`config.mk`:
```
export PLATFORM = sky130hd
export DESIGN_NAME = gyro_reset_sequencer
export DESIGN_NICKNAME = d
export VERILOG_FILES = /design/src/rtl/gyro_reset_sequencer_pkg.sv /design/src/rtl/gyro_reset_sequencer_fault_sync.sv /design/src/rtl/gyro_reset_sequencer.sv
export SDC_FILE = /design/constraint.sdc
export NUM_CORES = 1
export LEC_CHECK = 0
export BUFFER_PORTS_ARGS = -buffer_cell sky130_fd_sc_hd__buf_2
export CAP_MARGIN = 20
export CORE_MARGIN = 3
export CORE_UTILIZATION = 48
export DETAILED_ROUTE_END_ITERATION = 6
export PLACE_DENSITY = 0.78
export SETUP_SLACK_MARGIN = 0.3
export SLEW_MARGIN = 40
export SYNTH_ARGS = -nofsm -noshare
export SYNTH_HDL_FRONTEND = slang
export SYNTH_SLANG_ARGS = --single-unit
```
`constraint.sdc`:
```
create_clock -name clk -period 2.5 [get_ports clk]
set_clock_uncertainty 0.1 [all_clocks]
set_input_delay 0 -clock clk [delete_from_list [all_inputs] [get_ports clk]]
set_output_delay 0 -clock clk [all_outputs]
set_load 0.005 [all_outputs]
```
`src/rtl/gyro_reset_sequencer_pkg.sv`:
```
// Shared definitions for the gyro reset sequencer: FSM states, register
// addresses and the bit positions inside CTRL and STATUS.
package gyro_rst_pkg;

    typedef enum logic [1:0] {
        ST_IDLE   = 2'd0,
        ST_ASSERT = 2'd1,
        ST_SETTLE = 2'd2,
        ST_READY  = 2'd3
    } state_t;

    localparam logic [1:0] ADDR_CTRL   = 2'd0;
    localparam logic [1:0] ADDR_PULSE  = 2'd1;
    localparam logic [1:0] ADDR_SETTLE = 2'd2;
    localparam logic [1:0] ADDR_STATUS = 2'd3;

    localparam int CTRL_START  = 0;
    localparam int CTRL_AUTO_EN = 1;
    localparam int CTRL_IRQ_EN = 2;

    localparam int STAT_BUSY     = 0;
    localparam int STAT_READY    = 1;
    localparam int STAT_DONE     = 2;
    localparam int STAT_FAIL     = 3;
    localparam int STAT_RCNT_LSB = 4;

endpackage

```
`src/rtl/gyro_reset_sequencer_fault_sync.sv`:
```
// Two-flop synchronizer bringing the gyro's asynchronous fault flag into
// the clk domain. Clears to 0 on reset so no spurious fault is seen.
module gyro_fault_sync (
    input  logic clk,
    input  logic reset_n,
    input  logic async_in,
    output logic sync_out
);

    logic [1:0] stage_reg;

    // Shift the asynchronous level through two flops
    always_ff @(posedge clk or negedge reset_n) begin
        if (!reset_n) begin
            stage_reg <= 2'b00;
        end else begin
            stage_reg <= {stage_reg[0], async_in};
        end
    end

    assign sync_out = stage_reg[1];

endmodule

```
`src/rtl/gyro_reset_sequencer.sv`:
```
// Gyro reset sequencer: Avalon-MM slave driving the gyro's active-low
// reset. Runs pulse -> settle -> ready after power-on, on START, and
// (optionally) after gyro faults with a bounded number of retries.
module gyro_reset_sequencer
    import gyro_rst_pkg::*;
#(
    parameter int CNT_W          = 24,
    parameter int PULSE_DEFAULT  = 50000,
    parameter int SETTLE_DEFAULT = 500000,
    parameter int MAX_RETRY      = 3
) (
    input  logic        clk,
    input  logic        reset_n,
    input  logic [1:0]  address,
    input  logic        chipselect,
    input  logic        write_n,
    input  logic [31:0] writedata,
    output logic [31:0] readdata,
    input  logic        gyro_fault,
    output logic        gyro_rst_n,
    output logic        gyro_ready,
    output logic        irq
);

    localparam int RETRY_W = (MAX_RETRY < 1) ? 1 : $clog2(MAX_RETRY + 1);

    // Register file
    logic [CNT_W-1:0]   pulse_len_reg;
    logic [CNT_W-1:0]   settle_len_reg;
    logic               auto_en_reg;
    logic               irq_en_reg;
    logic               start_req_reg;

    // Sequencer state
    state_t             state_reg;
    logic [CNT_W-1:0]   cnt_reg;
    logic               gyro_rst_n_reg;
    logic               gyro_ready_reg;
    logic               done_sticky_reg;
    logic               fail_reg;
    logic [RETRY_W-1:0] retry_cnt_reg;
    logic [3:0]         reset_count_reg;

    logic               fault_sync;
    logic               wr_en;
    logic               ctrl_wr;
    logic               pulse_wr;
    logic               settle_wr;
    logic               status_wr;
    logic               busy;
    logic [3:0]         reset_count_next;
    logic               unused_wdata;

    // A zero length still produces a one-cycle phase
    function automatic logic [CNT_W-1:0] load_len(input logic [CNT_W-1:0] len);
        return (len == '0) ? CNT_W'(1) : len;
    endfunction

    gyro_fault_sync u_fault_sync (
        .clk      (clk),
        .reset_n  (reset_n),
        .async_in (gyro_fault),
        .sync_out (fault_sync)
    );

    assign wr_en     = chipselect & ~write_n;
    assign ctrl_wr   = wr_en & (address == ADDR_CTRL);
    assign pulse_wr  = wr_en & (address == ADDR_PULSE);
    assign settle_wr = wr_en & (address == ADDR_SETTLE);
    assign status_wr = wr_en & (address == ADDR_STATUS);

    assign busy = (state_reg == ST_ASSERT) || (state_reg == ST_SETTLE);
    assign reset_count_next = (reset_count_reg == 4'hF) ? 4'hF : reset_count_reg + 4'd1;

    // Only a handful of writedata bits are meaningful
    assign unused_wdata = ^writedata;

    // CPU-visible configuration; START is captured as a one-cycle request
    always_ff @(posedge clk or negedge reset_n) begin
        if (!reset_n) begin
            pulse_len_reg  <= CNT_W'(PULSE_DEFAULT);
            settle_len_reg <= CNT_W'(SETTLE_DEFAULT);
            auto_en_reg    <= 1'b0;
            irq_en_reg     <= 1'b0;
            start_req_reg  <= 1'b0;
        end else begin
            start_req_reg <= ctrl_wr & writedata[CTRL_START];
            if (ctrl_wr) begin
                auto_en_reg <= writedata[CTRL_AUTO_EN];
                irq_en_reg  <= writedata[CTRL_IRQ_EN];
            end
            if (pulse_wr) begin
                pulse_len_reg <= writedata[CNT_W-1:0];
            end
            if (settle_wr) begin
                settle_len_reg <= writedata[CNT_W-1:0];
            end
        end
    end

    // Sequencer FSM with its phase counter, status flags and registered pin outputs.
    // Status write-clears are applied first so a same-cycle set or increment overrides them.
    always_ff @(posedge clk or negedge reset_n) begin
        if (!reset_n) begin
            state_reg       <= ST_ASSERT;
            cnt_reg         <= CNT_W'(PULSE_DEFAULT);
            gyro_rst_n_reg  <= 1'b0;
            gyro_ready_reg  <= 1'b0;
            done_sticky_reg <= 1'b0;
            fail_reg        <= 1'b0;
            retry_cnt_reg   <= '0;
            reset_count_reg <= 4'd0;
        end else begin
            if (status_wr && writedata[STAT_DONE]) begin
                done_sticky_reg <= 1'b0;
            end
            if (status_wr && writedata[STAT_RCNT_LSB]) begin
                reset_count_reg <= 4'd0;
            end

            case (state_reg)
                ST_ASSERT: begin
                    if (cnt_reg <= CNT_W'(1)) begin
                        state_reg      <= ST_SETTLE;
                        cnt_reg        <= load_len(settle_len_reg);
                        gyro_rst_n_reg <= 1'b1;
                    end else begin
                        cnt_reg <= cnt_reg - CNT_W'(1);
                    end
                end
                ST_SETTLE: begin
                    if (cnt_reg <= CNT_W'(1)) begin
                        state_reg       <= ST_READY;
                        gyro_ready_reg  <= 1'b1;
                        done_sticky_reg <= 1'b1;
                    end else begin
                        cnt_reg <= cnt_reg - CNT_W'(1);
                    end
                end
                ST_READY: begin
                    if (start_req_reg) begin
                        state_reg       <= ST_ASSERT;
                        cnt_reg         <= load_len(pulse_len_reg);
                        gyro_rst_n_reg  <= 1'b0;
                        gyro_ready_reg  <= 1'b0;
                        retry_cnt_reg   <= '0;
                        fail_reg        <= 1'b0;
                        reset_count_reg <= reset_count_next;
                    end else if (fault_sync && auto_en_reg) begin
                        if (retry_cnt_reg < RETRY_W'(MAX_RETRY)) begin
                            state_reg       <= ST_ASSERT;
                            cnt_reg         <= load_len(pulse_len_reg);
                            gyro_rst_n_reg  <= 1'b0;
                            gyro_ready_reg  <= 1'b0;
                            retry_cnt_reg   <= retry_cnt_reg + RETRY_W'(1);
                            reset_count_reg <= reset_count_next;
                        end else begin
                            state_reg       <= ST_IDLE;
                            gyro_rst_n_reg  <= 1'b0;
                            gyro_ready_reg  <= 1'b0;
                            fail_reg        <= 1'b1;
                            done_sticky_reg <= 1'b1;
                        end
                    end
                end
                ST_IDLE: begin
                    if (start_req_reg) begin
                        state_reg       <= ST_ASSERT;
                        cnt_reg         <= load_len(pulse_len_reg);
                        gyro_rst_n_reg  <= 1'b0;
                        gyro_ready_reg  <= 1'b0;
                        retry_cnt_reg   <= '0;
                        fail_reg        <= 1'b0;
                        reset_count_reg <= reset_count_next;
                    end
                end
                default: begin
                    state_reg      <= ST_ASSERT;
                    cnt_reg        <= load_len(pulse_len_reg);
                    gyro_rst_n_reg <= 1'b0;
                    gyro_ready_reg <= 1'b0;
                end
            endcase
        end
    end

    // Zero-wait-state read mux
    always_comb begin
        readdata = 32'd0;
        case (address)
            ADDR_CTRL: begin
                readdata[CTRL_AUTO_EN] = auto_en_reg;
                readdata[CTRL_IRQ_EN]  = irq_en_reg;
            end
            ADDR_PULSE:  readdata[CNT_W-1:0] = pulse_len_reg;
            ADDR_SETTLE: readdata[CNT_W-1:0] = settle_len_reg;
            default: begin
                readdata[STAT_BUSY]              = busy;
                readdata[STAT_READY]             = gyro_ready_reg;
                readdata[STAT_DONE]              = done_sticky_reg;
                readdata[STAT_FAIL]              = fail_reg;
                readdata[STAT_RCNT_LSB +: 4]     = reset_count_reg;
            end
        endcase
    end

    assign gyro_rst_n = gyro_rst_n_reg;
    assign gyro_ready = gyro_ready_reg;
    assign irq        = done_sticky_reg & irq_en_reg;

endmodule

```
==> flow_metrics.tcl <==
set metrics [dict create \
    result_of_the_run "finished clean" \
    report.final.setup_viol 0 \
    detailroute.via_count 5596 \
    critPathArrivalTime_ps 2480 \
    cp_data_required_time_ps 2640 \
    ant_nets 0 \
    power_dens_cells_mw_per_mm2 1190 \
    fraction_of_final_layout_cells_with_drive_strength_greater_than_1_pct 39.9 \
    cp_max_fo 5 \
    worstSetupPathType "flop to flop" \
    pin_count_of_the_biggest_net_entering_global_routing 53 \
    clock-sinks 89 \
    clk_pin_slew_ps 70 \
    max_slew.worst_pin.slew_ps 719 \
    htree_levels 3 \
    die_width_um 115 \
    floorplan.die_area_mm2 0.0132 \
    cts.root.buffer_cell "clkbuf_16" \
    synth.ff_latch_count 89 \
    ioPinCount 74 \
    final_period_minus_worst_setup_slack_ps 2350 \
    vdd_drop_max_uv 774 \
    critical_path.endpoint_type "flop" \
    rsz0062_at_grt "yes" \
    worst_hold_path_class "input port to flop" \
    grt_util_all_layers_pct 26.6 \
    p_leak_nw 3.13 \
    syn-instance-count 593 \
    die_y_um 115 \
    cts_made_buffers 9 \
    syn-cell-area_mm2 0.00570 \
    avgRoutedWirePerCell_um 21.1 \
    antenna_cells_inserted 0 \
    p_seq_share_pct 29.4 \
    finalNetCount 770 \
    routed_wl_um 18300 \
    post-synth-top-area-fraction_pct 30.3 \
    synth_sequential_area_ratio_pct 39.5 \
    synth-edff-count 0 \
    largest_cells_by_area_after_synthesis "dfrtp_1 (30%), mux2_2 (11%), dfstp_2 (9.2%), a22oi_1 (3.4%), ha_1 (3.1%)" \
    fin_crit_sh_pct 93.9 \
    initial_antenna_violation_count 0 \
    worstSkewPairLatency_ps 350 \
    cts.path.max_buffers 2 \
    filler_cells_inserted 839 \
    max_cap_violations 0 \
    dominantRegCellSynth "dfrtp_1" \
    clkPwrFrac_pct 17.0 \
    ys_types 72 \
    fmaxAchievable_mhz 426 \
    grt_first_pass_wirelength_um 28000 \
    power.combinational.fraction_pct 53.6 \
    count_of_final_max_slew_check_failures 0 \
    place_hpwl_um 11600 \
    globalplace.congestion 0.913 \
    yosys.area.top_type "dfrtp_1" \
    overflow 0 \
    yosys_warnings 0 \
    drt-vias-per-instance 6.47 \
    start_util_pct 49.5 \
    switching_share_pct 43.7 \
    tritoncts "yes" \
    timing_hold_violations_final 0 \
    syn_to_final_growth_pct 30.7 \
    worst_hold_slack_ps 86.1 \
    num_rows 39 \
    switching_power_of_the_nets_mw 3.89 \
    remaining_drc_errors 0 \
    register_to_register_path_setup_slack_ps 150 \
    detailedRoute.firstPassIterationCount 5 \
    number_of_global_route_vias_before_repair 5232 \
    syn_area_per_cell_um2 9.62 \
    core_area_mm2 0.0115 \
    setup-tns-final_ps 0 \
    dr.first_iter.drc_count 646 \
    portBuffers 57 \
    synth_most_common_cell "dfrtp_1" \
    slew-limit-headroom_pct 52.1 \
    synth-async-reset-ratio_pct 100 \
    synth.cells.most_frequent "dfrtp_1 (69), mux2_2 (55), nand2_1 (41)" \
    startpoint_type "flop" \
    power_report.internal_total_mw 5.01 \
]
==> layout make-up <==
cell class / count / area (um2) / area share [%]
flip-flops and latches: 89 / 2260 / 30.3
multi-input cells: 449 / 3500 / 46.9
clock inverters: 6 / 90.1 / 1.21
inverters: 17 / 63.8 / 0.856
well taps: 143 / 179 / 2.40
clock buffers: 10 / 239 / 3.21
repair buffers: 151 / 1130 / 15.1
==> timing repair <==
action                     in CTS  in global routing
hold buffers                   27                  0
buffers inserted               15                 14
gates resized for setup        25                 63
pin swaps                      17                 25
gates cloned                    0                  1
setup endpoints to repair      29                 31
hold endpoints to repair       94                  0
==> power groups by stage <==
stage | combinational, mW | sequential [mW] | clock, mW
CTS | 4.15 | 2.55 | 1.52
global route | 5.12 | 2.67 | 1.57
floorplan | 2.72 | 2.38 | 0
finish | 4.77 | 2.61 | 1.51
global placement | 3.66 | 2.53 | 0
detailed placement | 3.78 | 2.55 | 0
==> stage by stage <==
step | instances | area [um2] | setup WS [ps] | utilization (%) | power (mW)
global placement | 792 | 6270 | 145 | 54.5 | 6.18
global route | 865 | 7450 | 108 | 64.7 | 9.36
CTS | 850 | 7080 | 237 | 61.5 | 8.22
finish | 865 | 7450 | 154 | 64.7 | 8.89
detailed placement | 792 | 6270 | 83.7 | 54.5 | 6.33
floorplan | 600 | 5740 | 247 | - | 5.10
==> cells by family after synthesis <==
family / share of synthesized area (%)
xor+xnor: 2.30
simple gates: 19.5
mux: 12.1
flops: 39.5
buf+inv: 5.02
fa+ha+maj: 3.07
other cells: 0.0657
compound gates: 18.4
==> worst max-delay path, stage by stage (launching register included) <==
cell      delay [ps]
dfrtp_2          430
nor4_4           370
buf_4            190
nand3_4           80
buf_6            130
buf_6            110
nor4_4           180
a21o_1           290
o211ai_2         120
a22o_1           230
==> routing by layer <==
metal  up-vias  GRT usage (%)  wire length [um]
met3        62           4.79              1650
met4         0           9.15               591
met5         -              0                 0
met1      2758           36.4              7260
met2       343           42.6              8770
li1       2433              -                 -
==> cells in the final DEF, fill, tap and decap left out, types with 4 or more instances in the layout <==
cell,Yosys,layout
a21o_1,4,4
a31oi_1,7,7
nor2_1,40,28
o21ai_0,30,26
buf_2,4,57
nor2b_1,23,23
xnor2_1,9,9
nor4_1,16,13
buf_4,9,53
or4_4,3,4
dlygate4sd3_1,0,27
a21oi_2,0,6
a22oi_1,26,26
conb_1,1,8
xor2_1,6,6
or3_1,7,5
a221oi_1,4,4
o21ai_1,6,7
nand3_1,17,13
ha_1,14,11
clkbuf_16,0,9
o211ai_1,6,6
nand3b_1,4,4
a21oi_1,30,24
buf_6,2,12
a22o_1,7,7
nor2_2,0,9
a211oi_1,8,7
nand4_1,7,7
nand3_2,1,4
inv_1,16,13
nand2_1,41,41
nand2b_1,5,5
mux2_2,55,55
dfstp_2,20,20
nor4_4,4,4
dfrtp_1,69,66
mux2i_1,7,7
==> final timing paths <==
path,endpoint,start,cells past startpoint
worst max-delay path,cnt_reg[20],cnt_reg[19],9
worst min-delay path,start_req_reg,chipselect,3
worst max register to register,cnt_reg[20],cnt_reg[19],9
worst min register to register,u_fault_sync.stage_reg[1],u_fault_sync.stage_reg[0],0
max in group asynchronous,settle_len_reg[17],reset_n,3
min in group asynchronous,u_fault_sync.stage_reg[1],reset_n,2
No activity file was read; power rests on OpenSTA's default activity.
